[src/rtl/uart_rx_fifo_if.sv]
// rtl/uart_rx_fifo_if.sv - consumer/control bundle for the UART receiver FIFO
//
// Purpose: groups the receiver's line input, configuration, FIFO pop handshake
// and status flags so they travel as one port.
// Signals:
//   en, rx, baud_div, m_ready, err_clr   driven by the master (SoC / bench)
//   m_data, m_valid, level, full,
//   frame_err, overrun                   driven by the slave (uart_rx_fifo)
interface uart_rx_fifo_if #(
  parameter int AW = 4
);
  logic          en;
  logic          rx;
  logic [15:0]   baud_div;
  logic [7:0]    m_data;
  logic          m_valid;
  logic          m_ready;
  logic [AW:0]   level;
  logic          full;
  logic          frame_err;
  logic          overrun;
  logic          err_clr;

  modport master (
    output en, rx, baud_div, m_ready, err_clr,
    input  m_data, m_valid, level, full, frame_err, overrun
  );

  modport slave (
    input  en, rx, baud_div, m_ready, err_clr,
    output m_data, m_valid, level, full, frame_err, overrun
  );
endinterface

[src/rtl/uart_rx_fifo.sv]
// rtl/uart_rx_fifo.sv - 8N1 UART receiver with 16x oversampling and byte FIFO
//
// Purpose: deserialises LSB-first 8N1 frames from an asynchronous rx line and
// queues the bytes for a valid/ready consumer; sticky framing/overrun flags.
// Ports:
//   HCLK     system clock
//   HRESETn  asynchronous active-low reset
//   bus      uart_rx_fifo_if.slave: en, rx, baud_div, err_clr, m_ready in;
//            m_data, m_valid, level, full, frame_err, overrun out
module uart_rx_fifo #(
  parameter int DEPTH = 16,
  parameter int AW    = 4
) (
  input  logic           HCLK,
  input  logic           HRESETn,
  uart_rx_fifo_if.slave  bus
);

  typedef enum logic [1:0] {
    S_IDLE  = 2'd0,
    S_START = 2'd1,
    S_DATA  = 2'd2,
    S_STOP  = 2'd3
  } state_t;

  localparam logic [AW:0] LVL_FULL = (AW+1)'(DEPTH);

  // Line synchroniser and edge history
  logic          r_rx_meta;
  logic          r_rxs;
  logic          r_rxs_d;

  // Receiver
  state_t        r_state;
  state_t        w_state_nxt;
  logic [15:0]   r_pre;
  logic [3:0]    r_tcnt;
  logic [2:0]    r_bitcnt;
  logic [7:0]    r_shift;
  logic          w_tick;
  logic          w_shift_en;
  logic          w_push;
  logic          w_set_ferr;

  // FIFO
  logic [7:0]    r_mem [DEPTH];
  logic [AW-1:0] r_wptr;
  logic [AW-1:0] r_rptr;
  logic [AW:0]   r_level;
  logic          r_frame_err;
  logic          r_overrun;
  logic          w_empty;
  logic          w_full;
  logic          w_pop;
  logic          w_write;
  logic          w_set_ovr;

  always_ff @(posedge HCLK or negedge HRESETn) begin
    if (!HRESETn) begin
      r_rx_meta <= 1'b1;
      r_rxs     <= 1'b1;
      r_rxs_d   <= 1'b1;
    end else begin
      r_rx_meta <= bus.rx;
      r_rxs     <= r_rx_meta;
      r_rxs_d   <= r_rxs;
    end
  end

  // Prescaler is parked at 0 in IDLE so the first tick lands baud_div+1
  // cycles after the start edge was seen.
  assign w_tick = (r_state != S_IDLE) && (r_pre == bus.baud_div);

  always_ff @(posedge HCLK or negedge HRESETn) begin
    if (!HRESETn) begin
      r_state <= S_IDLE;
    end else begin
      r_state <= w_state_nxt;
    end
  end

  always_comb begin
    w_state_nxt = r_state;
    w_shift_en  = 1'b0;
    w_push      = 1'b0;
    w_set_ferr  = 1'b0;
    case (r_state)
      S_IDLE: begin
        if (bus.en && r_rxs_d && !r_rxs) begin
          w_state_nxt = S_START;
        end
      end
      S_START: begin
        // Mid-start-bit check rejects glitches shorter than half a bit
        if (w_tick && r_tcnt == 4'd7) begin
          w_state_nxt = r_rxs ? S_IDLE : S_DATA;
        end
      end
      S_DATA: begin
        if (w_tick && r_tcnt == 4'd15) begin
          w_shift_en = 1'b1;
          if (r_bitcnt == 3'd7) begin
            w_state_nxt = S_STOP;
          end
        end
      end
      S_STOP: begin
        if (w_tick && r_tcnt == 4'd15) begin
          w_push      = r_rxs;
          w_set_ferr  = !r_rxs;
          w_state_nxt = S_IDLE;
        end
      end
      default: w_state_nxt = S_IDLE;
    endcase
    // Disable aborts the frame; the partial byte is never pushed
    if (!bus.en) begin
      w_state_nxt = S_IDLE;
      w_shift_en  = 1'b0;
      w_push      = 1'b0;
      w_set_ferr  = 1'b0;
    end
  end

  always_ff @(posedge HCLK or negedge HRESETn) begin
    if (!HRESETn) begin
      r_pre    <= 16'd0;
      r_tcnt   <= 4'd0;
      r_bitcnt <= 3'd0;
      r_shift  <= 8'd0;
    end else if (r_state == S_IDLE) begin
      r_pre    <= 16'd0;
      r_tcnt   <= 4'd0;
      r_bitcnt <= 3'd0;
    end else begin
      r_pre <= w_tick ? 16'd0 : r_pre + 16'd1;
      if (r_state == S_START && w_state_nxt == S_DATA) begin
        r_tcnt <= 4'd0;
      end else if (w_tick) begin
        r_tcnt <= r_tcnt + 4'd1;
      end
      if (w_shift_en) begin
        // LSB arrives first, so after eight right-shifts it sits in bit 0
        r_shift  <= {r_rxs, r_shift[7:1]};
        r_bitcnt <= r_bitcnt + 3'd1;
      end
    end
  end

  assign w_empty   = (r_level == '0);
  assign w_full    = (r_level == LVL_FULL);
  assign w_pop     = !w_empty && bus.m_ready;
  // A pop in the same cycle frees the slot the full-FIFO push needs
  assign w_write   = w_push && (!w_full || w_pop);
  assign w_set_ovr = w_push && w_full && !w_pop;

  always_ff @(posedge HCLK) begin
    if (w_write) begin
      r_mem[r_wptr] <= r_shift;
    end
  end

  always_ff @(posedge HCLK or negedge HRESETn) begin
    if (!HRESETn) begin
      r_wptr      <= '0;
      r_rptr      <= '0;
      r_level     <= '0;
      r_frame_err <= 1'b0;
      r_overrun   <= 1'b0;
    end else begin
      if (w_write) begin
        r_wptr <= r_wptr + 1'b1;
      end
      if (w_pop) begin
        r_rptr <= r_rptr + 1'b1;
      end
      if (w_write && !w_pop) begin
        r_level <= r_level + 1'b1;
      end else if (w_pop && !w_write) begin
        r_level <= r_level - 1'b1;
      end
      // Set has priority over clear
      if (w_set_ferr) begin
        r_frame_err <= 1'b1;
      end else if (bus.err_clr) begin
        r_frame_err <= 1'b0;
      end
      if (w_set_ovr) begin
        r_overrun <= 1'b1;
      end else if (bus.err_clr) begin
        r_overrun <= 1'b0;
      end
    end
  end

  // Head is forced to 0 while empty so reset leaves m_data at 0
  assign bus.m_data    = w_empty ? 8'h00 : r_mem[r_rptr];
  assign bus.m_valid   = !w_empty;
  assign bus.level     = r_level;
  assign bus.full      = w_full;
  assign bus.frame_err = r_frame_err;
  assign bus.overrun   = r_overrun;

endmodule

[src/flat_wrapper.sv]
// flat-port wrapper written by rule: the top's interface ports become plain ports
module uart_rx_fifo_flat 
#(
  parameter int DEPTH = 16,
  parameter int AW    = 4
)
  (HCLK, HRESETn, bus_en, bus_rx, bus_baud_div, bus_m_ready, bus_err_clr, bus_m_data, bus_m_valid, bus_level, bus_full, bus_frame_err, bus_overrun);
  uart_rx_fifo_if #(.AW(AW)) bus_i ();
  input  logic HCLK;
  input  logic HRESETn;
  input wire logic [$bits(bus_i.en)-1:0] bus_en;
  input wire logic [$bits(bus_i.rx)-1:0] bus_rx;
  input wire logic [$bits(bus_i.baud_div)-1:0] bus_baud_div;
  input wire logic [$bits(bus_i.m_ready)-1:0] bus_m_ready;
  input wire logic [$bits(bus_i.err_clr)-1:0] bus_err_clr;
  output wire logic [$bits(bus_i.m_data)-1:0] bus_m_data;
  output wire logic [$bits(bus_i.m_valid)-1:0] bus_m_valid;
  output wire logic [$bits(bus_i.level)-1:0] bus_level;
  output wire logic [$bits(bus_i.full)-1:0] bus_full;
  output wire logic [$bits(bus_i.frame_err)-1:0] bus_frame_err;
  output wire logic [$bits(bus_i.overrun)-1:0] bus_overrun;
  assign bus_i.en = bus_en;
  assign bus_i.rx = bus_rx;
  assign bus_i.baud_div = bus_baud_div;
  assign bus_i.m_ready = bus_m_ready;
  assign bus_i.err_clr = bus_err_clr;
  assign bus_m_data = bus_i.m_data;
  assign bus_m_valid = bus_i.m_valid;
  assign bus_level = bus_i.level;
  assign bus_full = bus_i.full;
  assign bus_frame_err = bus_i.frame_err;
  assign bus_overrun = bus_i.overrun;
  uart_rx_fifo #(.DEPTH(DEPTH), .AW(AW)) u_core (.HCLK(HCLK), .HRESETn(HRESETn), .bus(bus_i));
endmodule
[config.mk]
export PLATFORM = sky130hd
export DESIGN_NAME = uart_rx_fifo_flat
export DESIGN_NICKNAME = d
export VERILOG_FILES = /design/src/rtl/uart_rx_fifo_if.sv /design/src/rtl/uart_rx_fifo.sv /design/src/flat_wrapper.sv
export SDC_FILE = /design/constraint.sdc
export NUM_CORES = 1
export LEC_CHECK = 0
export BUFFER_PORTS_ARGS = -buffer_cell sky130_fd_sc_hd__buf_2
export CAP_MARGIN = 20
export CORE_UTILIZATION = 45
export DETAILED_ROUTE_END_ITERATION = 8
export PLACE_DENSITY = 0.7
export SYNTH_ARGS = -nofsm -noshare
export SYNTH_HDL_FRONTEND = slang
export SYNTH_SLANG_ARGS = --single-unit
[constraint.sdc]
create_clock -name HCLK -period 7.35 [get_ports HCLK]
set_input_delay 1.47 -clock HCLK [delete_from_list [all_inputs] [get_ports HCLK]]
set_output_delay 1.47 -clock HCLK [all_outputs]
set_load 0.02 [all_outputs]
# After elaboration in Yosys (flattened, before gate mapping)
# Memories as Yosys holds them, arrays and structs flattened.
# Cells that the tools add are included.
[totals] regBits=51 mem_bits_rw=128 in_bits=22 wordCells=90 memories=1
[op_classes] addsub=7 eq_ne=9 n_mux=32 n_bitwise=1 n_reduce_logical=27
[mem_list] memory="u_core.r_mem" depth=16 word_bits=8 read_ports=1 rd_clocked_by_memory_dff=0 wr=1 line_no="uart_rx_fifo.sv:46" source="logic [7:0] r_mem [DEPTH];"
[op_table] op="$mux W16" n=2
[op_table] op="$add A16 B1 Y16 const B" n=1
[op_table] op="$eq A16 B16 Y1" n=1
[op_table] op="$mux W1" n=14
[op_table] op="$mux W2" n=7
[op_table] op="$add A4 B1 Y4 const B" n=3
[op_table] op="$logic_and A1 B1 Y1" n=12
[op_table] op="$mux W4" n=3
[op_table] op="$mux W5" n=2
[op_table] op="$reduce_bool A2 Y1" n=5
[op_table] op="$mux W8" n=1
[op_table] op="$pmux W2 S4" n=1
[op_table] op="$eq A2 B2 Y1 const B" n=3
[op_table] op="$mux W3" n=2
[op_table] op="$add A5 B1 Y5 const B" n=1
[op_table] op="$eq A5 B5 Y1 const B" n=1
[op_table] op="$logic_not A1 Y1" n=5
[op_table] op="$logic_not A5 Y1" n=1
[op_table] op="$sub A5 B1 Y5 const B" n=1
[op_table] op="$eq A4 B3 Y1 const B" n=1
[op_table] op="$eq A4 B4 Y1 const B" n=1
[op_table] op="$add A3 B1 Y3 const B" n=1
[op_table] op="$eq A3 B3 Y1 const B" n=1
[op_table] op="$reduce_bool A3 Y1" n=1
[op_table] op="other kinds (5)" n=5

# Longest topological paths before layout
[depth] word_depth=11 depth_mapped=15 ltp_nobuf=12

# Worst setup path after synthesis
# No wires, ideal clock.
[synth_timing] path_type="input to register" start="input bus_baud_div[7]" end="register u_core.r_level[4] (netlist: u_core.bus.level[4])" arrival_ns=4.203 path_slack_ns=3.015 path_stages=14 n_path_buf=2 cell_sequence="xnor2_1 > o221ai_1 > or4_1 > buf_2 > nor4_2 > buf_2 > ha_1 > inv_1 > fa_1 > a21o_1 > a21oi_1 > xnor2_1 > nor2_1 > xor2_1"
[synth_between] elab_chain_cells=10 elab_cells_between_ends=12
[synth_rtl] element="start, declared" line_no="flat_wrapper.sv:13" source="input wire logic [$bits(bus_i.baud_div)-1:0] bus_baud_div;"
[synth_rtl] element="$eq A16 B16 Y1 *" line_no="uart_rx_fifo.sv:72" source="assign w_tick = (r_state != S_IDLE) && (r_pre == bus.baud_div);"
[synth_rtl] element="$logic_and A1 B1 Y1 *" line_no="uart_rx_fifo.sv:72"
[synth_rtl] element="$logic_and A1 B1 Y1 *" line_no="uart_rx_fifo.sv:108" source="if (w_tick && r_tcnt == 4'd15) begin"
[synth_rtl] element="$mux W1 *" line_no="uart_rx_fifo.sv:108"
[synth_rtl] element="$mux W1 *" line_no="uart_rx_fifo.sv:87" source="case (r_state)"
[synth_rtl] element="$mux W1 *" line_no="uart_rx_fifo.sv:117" source="if (!bus.en) begin"
[synth_rtl] element="$logic_and A1 B1 Y1 *" line_no="uart_rx_fifo.sv:154" source="assign w_write = w_push && (!w_full || w_pop);"
[synth_rtl] element="via u_core.w_write" line_no="uart_rx_fifo.sv:55" source="logic w_write;"
[synth_rtl] element="$logic_not A1 Y1" line_no="uart_rx_fifo.sv:179" source="end else if (w_pop && !w_write) begin"
[synth_rtl] element="$logic_and A1 B1 Y1" line_no="uart_rx_fifo.sv:179"
[synth_rtl] element="$reduce_bool A2 Y1 (no line)"
[synth_rtl] element="end signal, assigned" line_no="uart_rx_fifo.sv:178" source="r_level <= r_level + 1'b1;"
[synth_rtl] element="end signal, assigned" line_no="uart_rx_fifo.sv:180" source="r_level <= r_level - 1'b1;"
[synth_rtl] element="end, declared" line_no="uart_rx_fifo.sv:49" source="logic [AW:0] r_level;"
# Mark *: on every way through the listed nets, which the timed path passes. The rest lies on a longest branch.
# A chain may end at the register's enable or synchronous reset.

# Worst setup path in the final report
[layout_timing] start="input bus_baud_div[7]" end="register u_core.r_level[4] (netlist: u_core.bus.level[4])"
[layout_between] elab_chain_cells=10 elab_cells_between_ends=12
[layout_rtl] element="$eq A16 B16 Y1 *" line_no="uart_rx_fifo.sv:72"
[layout_rtl] element="$logic_and A1 B1 Y1 *" line_no="uart_rx_fifo.sv:72"
[layout_rtl] element="$logic_and A1 B1 Y1 *" line_no="uart_rx_fifo.sv:108"
[layout_rtl] element="$mux W1 *" line_no="uart_rx_fifo.sv:108"
[layout_rtl] element="$mux W1 *" line_no="uart_rx_fifo.sv:87"
[layout_rtl] element="$mux W1 *" line_no="uart_rx_fifo.sv:117"
[layout_rtl] element="$logic_and A1 B1 Y1 *" line_no="uart_rx_fifo.sv:154"
[layout_rtl] element="$logic_not A1 Y1" line_no="uart_rx_fifo.sv:179"
[layout_rtl] element="$logic_and A1 B1 Y1" line_no="uart_rx_fifo.sv:179"
[layout_rtl] element="$reduce_bool A2 Y1 (no line)"
# Every way passes the cells marked *; elsewhere a longest branch is shown, timed or not.

==> run_results.csv <==
group,metric,value,unit
die,initial_utilization,46.6,%
timing,rsz0062_at_grt,"false",
synth,ys.flop_type,"edfxtp_1",
run,maxCapViolCount,0,
worst_hold_path,hold_path.class,"reg -> reg",
detailed_routing,routed-wl-met2,7.85,mm
die,dieArea,17900,um2
synth,syn_nets,519,
synth,synth_seq_cells,179,
pwr,leakagePower,0.00342,uW
worst_setup_path,cp_max_fo,11,
detailed_routing,wirelength,15.5,mm
worst_setup_path,reg2reg_depth,12,
clocking,postCtsSetupRepairBufs,0,
worst_setup_path,end_kind,"flop",
grt,antenna_found_initial,0,
die,ios,39,
detailed_routing,first_iter_violations,185,
detailed_routing,drcViolationCount,0,
detailed_routing,num_vias,4253,
timing,setup_viol,0,
timing,timing.slew.headroom,38.0,%
synth,synth_edf_count,128,
synth,avgSynthCellArea,16.2,um2
detailed_routing,met3RoutedLength,846,um
grt,grt.overflow.total,0,
worst_hold_path,whs_path_depth,0,
placed_design,place_congestion,0.846,
worst_setup_path,cp-start-kind,"input pin",
die,die_x,134,um
clocking,htreeDepth,4,
synth,syn_area,7830,um2
clocking,cts-root-buf,"clkbuf_16",
grt,grt_start_max_net_pins,52,
timing,drv_slew,0,
synth,synth_top_cell_area_share,49.1,%
cells_and_area,syn2layout_area_growth,12.3,%
timing,hold_violations,0,
placed_design,dpl.cell_count,720,
clocking,clockBufferDepth,2,
placed_design,place_hpwl,10.1,mm
die,fp.coreArea,16800,um2
clocking,cts_resized,0,
detailed_routing,wl_per_cell,20.6,um
detailed_routing,ant_nets,0,
cells_and_area,antenna_cells,0,
worst_hold_path,min_to,"u_core.r_rxs$_DFF_PN1_",
grt,grt_first_pass_wirelength,24.6,mm
worst_setup_path,worstSetupPathType,"in -> reg",
clocking,clk_latency,430,ps
clocking,clkTransAtPathRegs,60,ps
synth,synth_cell_types,55,
synth,async_flop_share,28.5,%
clocking,cts_sinks,179,
die,die_y,134,um
pwr,ir_drop,0.171,mV
cells_and_area,layout-drive-gt1-share,24.5,%
worst_setup_path,r2r_setup_slack,3210,ps
detailed_routing,top_layer,"met4",
synth,synth.top_cells.by_area,"edfxtp_1 (49%), dfrtp_1 (15%), mux4_2 (11%), xnor2_1 (3.1%), ha_1 (2.1%)",
timing,worst_slew_pin_slew,924,ps
cells_and_area,nNetsFinal,556,
pwr,power.total,2010,uW
clocking,hold_buffers,0,
timing,fmax,0.218,GHz
synth,synthCells,483,
die,row_count,47,
grt,grt_pass1_vias,4328,
synth,synth_top_area_cell,"edfxtp_1",
run_status,status,"complete, no violations",
timing,fin_crit,4580,ps
worst_setup_path,reg2reg_to,"u_core.bus.level[4]$_DFFE_PN0P_",
synth,yosysMostFrequentCell,"edfxtp_1",
synth,yosysSeqAreaShare,65.4,%
detailed_routing,vias_per_cell,5.66,
cells_and_area,final_cells,751,
detailed_routing,drt-pass1-iter-count,4,
clocking,cts_buffers,17,
timing,final.period_utilization,62.3,%
placed_design,io_buffers,38,
synth,ys_warn_count,0,
clocking,cts_tree,"yes",
grt,grt_use_total,18.8,%
timing,setup_tns,0,ps
worst_setup_path,r2r_start,"u_core.r_state[0]$_DFF_PN0_",
worst_hold_path,hp-start,"u_core.r_rx_meta$_DFF_PN1_",
worst_setup_path,crit_required,7660,ps
timing,finalClockSkew,10.1,ps
worst_setup_path,arrival,4890,ps
detailed_routing,wl_met1,6.61,mm
pwr,cellPowerDensity,229,nW/um2
synth,yosys-top-cells-count,"edfxtp_1 (128), dfrtp_1 (48), mux4_2 (40)",
layer usage:
layer,up-vias,track usage [%]
li1,1937,-
met1,2179,24.2
met2,119,31.0
met3,18,5.82
met4,0,4.99
met5,-,0
power by group:
part	switching (uW)	total, uW	internal, uW	leakage, uW
Sequential	2.92	1080	1070	0.00211
Clock	375	908	532	0.000281
Combinational	17.0	27.9	10.9	0.00103
worst max-delay path, cell delays in order:
cell,delay [ps]
buf_2,100
xnor2_1,130
o221ai_1,140
or4_1,710
nor4_2,800
ha_1,310
inv_1,110
fa_1,420
a21o_1,190
a21oi_1,170
xnor2_1,130
nor2_1,60
xor2_1,140
per-stage QoR:
step	cell area [um2]	utilization, %	setup slack [ps]	hold WS (ps)
after detailed placement	8210	48.8	2330	347
final	8800	52.3	2770	356
after CTS	8790	52.3	2780	357
after global routing	8800	52.3	2540	359
after global placement	8210	48.8	2430	345
after floorplan	7830	-	3010	345
cells by family (layout without fill, tap and decap cells):
logic type      Yosys count  in the layout  synth area share [%]
flops                   179            179                  65.4
simple gates            122            122                  9.18
mux                      55             55                  13.6
buf+inv                  44             92                  2.41
xor+xnor                 37             37                  4.14
compound gates           32             32                  2.92
fa+ha+maj                14             14                  2.33
worst max-delay path by stage:
stage	startpoint	to	depth (start not counted)
2_1_floorplan	bus_baud_div[7]	u_core.bus.level[4]$_DFFE_PN0P_	14
3_3_place_gp	bus_baud_div[7]	u_core.bus.level[4]$_DFFE_PN0P_	13
3_5_place_dp	bus_baud_div[7]	u_core.bus.level[4]$_DFFE_PN0P_	13
4_1_cts	bus_baud_div[7]	u_core.bus.level[4]$_DFFE_PN0P_	13
5_1_grt	bus_baud_div[7]	u_core.bus.level[4]$_DFFE_PN0P_	13
6_report	bus_baud_div[7]	u_core.bus.level[4]$_DFFE_PN0P_	13
sequential cells by signal (all words and copies together), names as in the netlist:
signal and flops:
u_core.bus.overrun 1, u_core.bus.level 5, u_core.r_tcnt 4, u_core.r_shift 8, u_core.bus.frame_err 1, u_core.r_rptr 4, u_core.r_mem 128, u_core.r_rxs 1
u_core.r_bitcnt 3, u_core.r_pre 16, u_core.r_rxs_d 1, u_core.r_state 2, u_core.r_wptr 4, u_core.r_rx_meta 1
area by class of cell:
class / count / area, um2
Inverter: 20 / 75.1
Clock inverter: 12 / 154
Fill cell: 1420 / 8020
Timing Repair Buffer: 42 / 220
Multi-Input combinational cell: 260 / 2520
Clock buffer: 18 / 429
Tap cell: 220 / 275
Sequential cell: 179 / 5130
layout by cell type, fill, tap and decap left out, types with 3 or more instances in the layout:
cell and n:
or4_1 3, mux2_1 8, buf_2 38, dfrtp_1 46, xnor2_1 28, nand2b_1 6, and3_1 9, nor2_1 18
nor3_1 8, xor2_1 9, mux2_2 4, ha_1 13, nand4_1 10, bufinv_16 3, nor3_2 8, nor4_1 5
dfstp_2 3, clkbuf_16 17, inv_6 4, mux4_2 40, a21oi_1 6, inv_1 20, and2_1 12, nand3_1 12
and4_1 6, o21ai_0 6, nand2_1 16, edfxtp_1 128, mux2i_1 3, buf_4 4
No activity file was read; power rests on OpenSTA's default activity.
